## src/rtl/pi_lane_stream_inv.sv

```systemverilog
// Lane-serial Keccak Pi permutation engine: buffers 25 lanes of a state,
// then re-emits them in inverse (default) or forward Pi order.
module pi_lane_stream_inv #(
  parameter int W       = 64,
  parameter bit INVERSE = 1'b1
) (
  input  logic         clk,
  input  logic         rst,
  input  logic         in_valid,
  output logic         in_ready,
  input  logic [W-1:0] in_data,
  input  logic         in_last,
  output logic         out_valid,
  input  logic         out_ready,
  output logic [W-1:0] out_data,
  output logic         out_last,
  output logic         err
);

  typedef enum logic {LOAD, DRAIN} state_t;

  localparam logic [4:0] LAST_IDX = 5'd24;

  state_t       state, state_d;
  logic [4:0]   in_cnt, in_cnt_d;
  logic [4:0]   out_cnt, out_cnt_d;
  logic         err_d;
  logic         wr_en;
  logic [W-1:0] lanes [25];
  logic [4:0]   src_tbl [25];

  // Source lane for output lane k, lane index L = 5*x + y.
  function automatic logic [4:0] src_of(input int unsigned k);
    int unsigned a, b, s;
    a = k / 5;
    b = k % 5;
    if (INVERSE) s = 5 * b + ((2 * a + 3 * b) % 5);
    else         s = 5 * ((a + 3 * b) % 5) + a;
    return 5'(s);
  endfunction

  for (genvar k = 0; k < 25; k++) begin : g_src
    assign src_tbl[k] = src_of(k);
  end

  // State and counter registers; reset aborts any frame in progress.
  always_ff @(posedge clk) begin
    if (rst) begin
      state   <= LOAD;
      in_cnt  <= '0;
      out_cnt <= '0;
      err     <= 1'b0;
    end else begin
      state   <= state_d;
      in_cnt  <= in_cnt_d;
      out_cnt <= out_cnt_d;
      err     <= err_d;
    end
  end

  // Lane buffer write; contents are left as-is on reset or framing error.
  always_ff @(posedge clk) begin
    if (wr_en) lanes[in_cnt] <= in_data;
  end

  // Next-state, counter and handshake decode from registered state only.
  always_comb begin
    state_d   = state;
    in_cnt_d  = in_cnt;
    out_cnt_d = out_cnt;
    err_d     = 1'b0;
    wr_en     = 1'b0;
    in_ready  = (state == LOAD) && !rst;
    out_valid = (state == DRAIN) && !rst;
    out_last  = out_valid && (out_cnt == LAST_IDX);
    out_data  = lanes[src_tbl[out_cnt]];
    case (state)
      LOAD: begin
        if (in_valid && in_ready) begin
          if (in_last != (in_cnt == LAST_IDX)) begin
            // Mis-framed lane is dropped and the partial frame discarded.
            err_d    = 1'b1;
            in_cnt_d = '0;
          end else begin
            wr_en = 1'b1;
            if (in_cnt == LAST_IDX) begin
              in_cnt_d = '0;
              state_d  = DRAIN;
            end else begin
              in_cnt_d = in_cnt + 5'd1;
            end
          end
        end
      end
      DRAIN: begin
        if (out_ready && !rst) begin
          if (out_cnt == LAST_IDX) begin
            out_cnt_d = '0;
            state_d   = LOAD;
          end else begin
            out_cnt_d = out_cnt + 5'd1;
          end
        end
      end
      default: state_d = LOAD;
    endcase
  end

endmodule
```

## config.mk

```make
export PLATFORM = sky130hd
export DESIGN_NAME = pi_lane_stream_inv
export DESIGN_NICKNAME = d
export VERILOG_FILES = /design/src/rtl/pi_lane_stream_inv.sv
export SDC_FILE = /design/constraint.sdc
export NUM_CORES = 2
export LEC_CHECK = 0
export BUFFER_PORTS_ARGS = -buffer_cell sky130_fd_sc_hd__buf_2
export CORE_MARGIN = 2
export CORE_UTILIZATION = 30
export DETAILED_ROUTE_END_ITERATION = 12
export PLACE_DENSITY = 0.55
export SYNTH_ARGS = -nofsm -noshare
export SYNTH_HDL_FRONTEND = slang
export SYNTH_SLANG_ARGS = --single-unit
```

## constraint.sdc

```tcl
create_clock -name clk -period 6.1 [get_ports clk]
set_input_delay 0.61 -clock clk [delete_from_list [all_inputs] [get_ports clk]]
set_output_delay 0.61 -clock clk [all_outputs]
set_load 0.02 [all_outputs]
```

Word-level counts from Yosys, hierarchy flattened
Memories as Yosys holds them, arrays and structs flattened. Cells that the tools add are included.

Input port bits: 69. Bits in latches: 0. Register bits after elaboration: 12. Bits in writable memories: 1600. Output and inout port bits: 68. Memories: 2. Memory bits (read-only): 160.

$lt $le $gt $ge: 1. $add $sub $neg: 2. Bitwise gates (word level): 3. Multiply operators: 0. Mux-type cells: 17. Shift operators: 0. Equality and inequality tests: 3. Divide/modulo/power cells: 0. Reductions and logical operators: 9.

Memory list: lanes (depth 25, bits a word 64, read ports 1, clocked after memory_dff 0, write ports 1, line 29) `logic [W-1:0] lanes [25];`; (no name shown) (depth 32, bits a word 5, read ports 1, clocked after memory_dff 0, write ports 0, line 76) `out_data = lanes[src_tbl[out_cnt]];`.

Operators with widths (count): 5-bit two-way mux (5); 1-bit two-way mux (11); 5-bit by 1-bit adder with 5-bit output, second input constant (2); 5-bit equality test, second input constant (2); 6-bit >= comparator, second input constant (1); 5-bit inverter with 6-bit output (1); 1-bit logical AND (5); 2-bit AND reduction (2); 3-bit OR reduction (1); 1-bit inverter (2); 1-bit one-hot mux with 2 select lines (1); 1-bit zero test (1); 1-bit != test (1).

Depth between registers and ports, before layout
Word-level depth: 7. Mapped depth: 12. Mapped depth without buffers: 11.

Least setup slack after synthesis
No wires, ideal clock.

Kind: register to register. From: reg in_cnt[0]. To: mem lanes[24][0] (enable). Arrival: 5540 ps. Cell stages (with the launch flop): 7. Data required time: 5535 ps. Clock period less this slack: 6105 ps. Setup time: 565 ps. Setup slack: -5 ps. Cells stage by stage: dfxtp_1 inv_1 ha_1 nand4b_1 inv_1 ha_1 nor3_1.

Cells in the longest elaborated chain, start to end: 7.

Ends and longest elaborated chain: from (decl) (line 25) `logic [4:0] in_cnt, in_cnt_d;`; from (signal assigned) (line 55) `in_cnt <= in_cnt_d;`; 5-bit equality test (line 80) `if (in_last != (in_cnt == LAST_IDX)) begin`; 1-bit != test (line 80); 1-bit two-way mux (line 80); 1-bit two-way mux (line 79) `if (in_valid && in_ready) begin`; 1-bit two-way mux (line 77) `case (state)`; 1-bit two-way mux (line 63) `if (wr_en) lanes[in_cnt] <= in_data;`; 1-bit two-way mux (not written as such) (line 63); to (decl) (line 29).

Parallel ways exist; a longest one is shown, timed or not.

Final worst setup path
From: reg out_cnt[2]. To: out out_data[23].

Cells in the longest elaborated chain, start to end: 5.

Ends and longest elaborated chain: from (decl) (line 26) `logic [4:0] out_cnt, out_cnt_d;`; from (signal assigned) (line 56) `out_cnt <= out_cnt_d;`; 5-bit inverter with 6-bit output (not written as such) (line 76); memory 32 x 5 bit; 5-bit two-way mux (not written as such) (2 in a row) (line 76); memory 25 x 64 bit; to (decl) (line 15) `output logic [W-1:0] out_data,`.

No other way between the ends. The select of a mux whose other input is x is not followed.

==> impl_results.md <==
- DRC viols: 0
- Wire per inst: 25.28 µm
- Postcts setup bufs: 0
- Setup CP Type: register to primary output
- Worst-path fanout max: 194
- Starting Density: 30.15%
- Post_cts resized: 0
- H-tree Lvls: 4
- CP startpoint kind: register
- Synth warn: 0
- Hold Buf Count CTS: 0
- Placer Congestion: about 0.74
- Area share of the largest cell type after synthesis: between 70% and 80%
- Core area: 211700 µm²
- Die Height: between 400 and 500 µm
- CP bufs+invs: 2
- Post-DP HPWL: 97390 µm
- Num rows: about 170
- Reg clk slew, reported paths: 60 ps
- Min-delay worst type: primary input to register
- P_sw: 4.459 mW
- Critical path data required time: 5490 ps
- Share of power burned in the clock network: 43.7%
- Switching share of power: between 20% and 30%
- Async set-reset flop share out of synthesis: 0%
- Gr usage total: 17.40%
- Synth Register Bits: about 1600
- Seq/Total Area, Yosys: around 76%
- Skew-Pair Late Insertion Delay: 810 ps
- Pwr dens: 302.9 nW/µm²
- Dominant cells by area after synthesis: edfxtp_1, nand2_1, a31oi_1
- Antenna Violating Nets Remaining: 0
- Max-cap violation count: 0
- Yosys top cell by area: edfxtp_1
- Largest net degree at the start of global routing: 195
- Max Clk Rate: 175.2 MHz
- Syn-to-layout area delta: 14.56%
- Clk buf depth: 3
- Fill cell count: 20300
- Tmin final: ~5700 ps
- Initial DRT Pass Iterations: 6
- Synth Instances: approximately 4600
- Via count of the routed design: 40050
- Final setup violation count: 0
- Post-DR vias/cell: 5.245
- Vias in the first global route: 38300
- Tightest Pin Transition: 1566 ps
- # placed instances: 7334
- Predominant post-synthesis flop cell: edfxtp_1
- Global-route wire length before repair: 277400 µm
- TNS Setup: 0 ps
- Final hold vios: 0
- Die ar.: 216400 µm²
- Combinational share of power: 1.2%
- Syn_area_per_cell: 13.86 µm²
- Design area: 73100 µm²
- Layout cell share with drive strength beyond 1: 10.39%
- Crit path DAT: 5100 ps
- Slew margin rel.: -4.406%
- CP endpoint kind: primary output
- Root buffer cell: clkbuf_16
- Grt ovf: 0
- Seq pwr share: a little under three fifths
- DIE WIDTH: approximately 470 µm
- Status: finished, violations left
- Crit path largest cell delay: roughly 700 ps
- CTS tree: yes
- Initial antenna violation count: 20
- Number of synthesized flops with an enable pin: 1600
- Clk sink count: about 1600
- First-iteration detailed-routing DRC count: 4048
- Most frequent cell after synthesis: edfxtp_1
- Nets: 4767
- Boundary Pins: 137
- DP Area: 68010 µm²
- Peak VDD IR: 238.8 µV
- Area of the multi-input gates: 14310 µm²
- Critical path's top delay family: compound AO/OA/AOI/OAI gates
- Internal power: 17.68 mW
- Final worst path period share: 93.57%
- Final clock skew: 26.76 ps
- CP Cell Sequence: ha_1, nor2_1, a311o_1, o21a_4, buf_12, a31oi_1, a22oi_1, nand4_1, buf_2
- Post-synth cell types: 53
- Post-Syn Area: roughly 64000 µm²
- Slowest CP cell: dfxtp_1
- Syn Nets: 4685
- CTS buffer count: 170
- Failing checks: max-slew violations
- Fin cells: between 7000 and 8000
- Number of I/O port buffers: 136
- Reg area: 48290 µm²
- Fin. max-slew vios: 63
- Final wirelength: 193000 µm
- Cell leakage power: 24.12 nW
- Commonest cells in the netlist: edfxtp_1, nand2_1, nand3_1, a31oi_1, and3_1
- RSZ-0062 raised after global routing: no
==> worst min-delay path, stage by stage <==
cell	delay [ps]
buf_2	120
a21oi_1	140
a211oi_1	50
==> flip-flops by register name, indices dropped and copies added (netlist names) <==
register  count
err           1
in_cnt        5
lanes      1600
out_cnt       5
state         1
==> layer usage <==
| layer | up-vias | global-route usage [%] | part of all wire (%) |
|---|---|---|---|
| met1 | 20720 | 24.47 | 44 |
| li1 | 17660 | - | - |
| met5 | - | 0 | 0.014 |
| met4 | 4 | 4.216 | 2.1 |
| met2 | 1384 | 28.33 | 48 |
| met3 | 278 | 2.484 | 6.1 |
==> cell type report <==
class	count	share of cell area [%]
clock inverter	77	0.7686
clock buffer	224	6.185
sequential	1612	66.06
multi-input combinational	2651	19.58
timing repair buffer	243	2.544
tap	2821	4.829
antenna	1	0.003423
inverter	7	0.03595
==> kinds of logic after synthesis <==
logic type,synth area share [%]
simple gates,12.14
flops,75.68
compound gates,8.518
buf+inv,2.345
mux,1.071
fa+ha+maj,0.2549
==> final timing paths <==
path / slack [ps] / to / cells past startpoint / from
worst min-delay path: 190 / state$_SDFF_PP0_ / 3 / in_valid
worst max register to register: 2100 / lanes[2][50]$_DFFE_PP_ / 9 / in_cnt[0]$_SDFFE_PP0P_
worst min register to register: 590 / in_cnt[0]$_SDFFE_PP0P_ / 2 / in_cnt[0]$_SDFFE_PP0P_
worst max-delay path: 390 / out_data[23] / 9 / out_cnt[2]$_SDFFE_PP0P_
==> stage by stage <==
stage               worst slack, ps  power [mW]  hold WS, ps  util (%)
global route                  45.98       22.73        162.5     34.53
detailed placement             1185       12.69        579.2     32.13
finish                        392.1       22.14        185.3     34.53
global placement               1196       12.69        577.9     32.13
floorplan                      1320       12.48        533.6         -
CTS                           294.6       22.33        124.5     34.53
==> cell usage in the layout, fill, tap and decap left out, types with 6 or more instances in the layout <==
cell type / n
ha_1: 13
edfxtp_1: 1600
a22oi_1: 64
a31oi_1: 257
nand2_1: 1037
dfxtp_1: 12
buf_12: 30
clkinv_1: 41
bufinv_16: 6
inv_6: 6
buf_4: 77
nand2b_1: 9
mux2i_1: 66
clkinv_2: 15
a211oi_1: 192
o211ai_1: 63
clkbuf_1: 51
a21oi_1: 75
and3_1: 193
clkbuf_16: 173
nand3_1: 261
o221ai_1: 65
inv_1: 7
nand4_1: 64
buf_2: 136
o21ai_0: 69
nor2_1: 149
nor2_4: 28
==> power groups by stage <==
stage / clock, mW / combinational, mW / sequential (mW)
6_report: 9.68 / 0.262 / 12.2
5_1_grt: 10.3 / 0.289 / 12.2
2_1_floorplan: 0 / 0.0495 / 12.4
3_3_place_gp: 0 / 0.257 / 12.4
3_5_place_dp: 0 / 0.265 / 12.4
4_1_cts: 9.86 / 0.265 / 12.2
No activity file was read; power rests on OpenSTA's default activity.
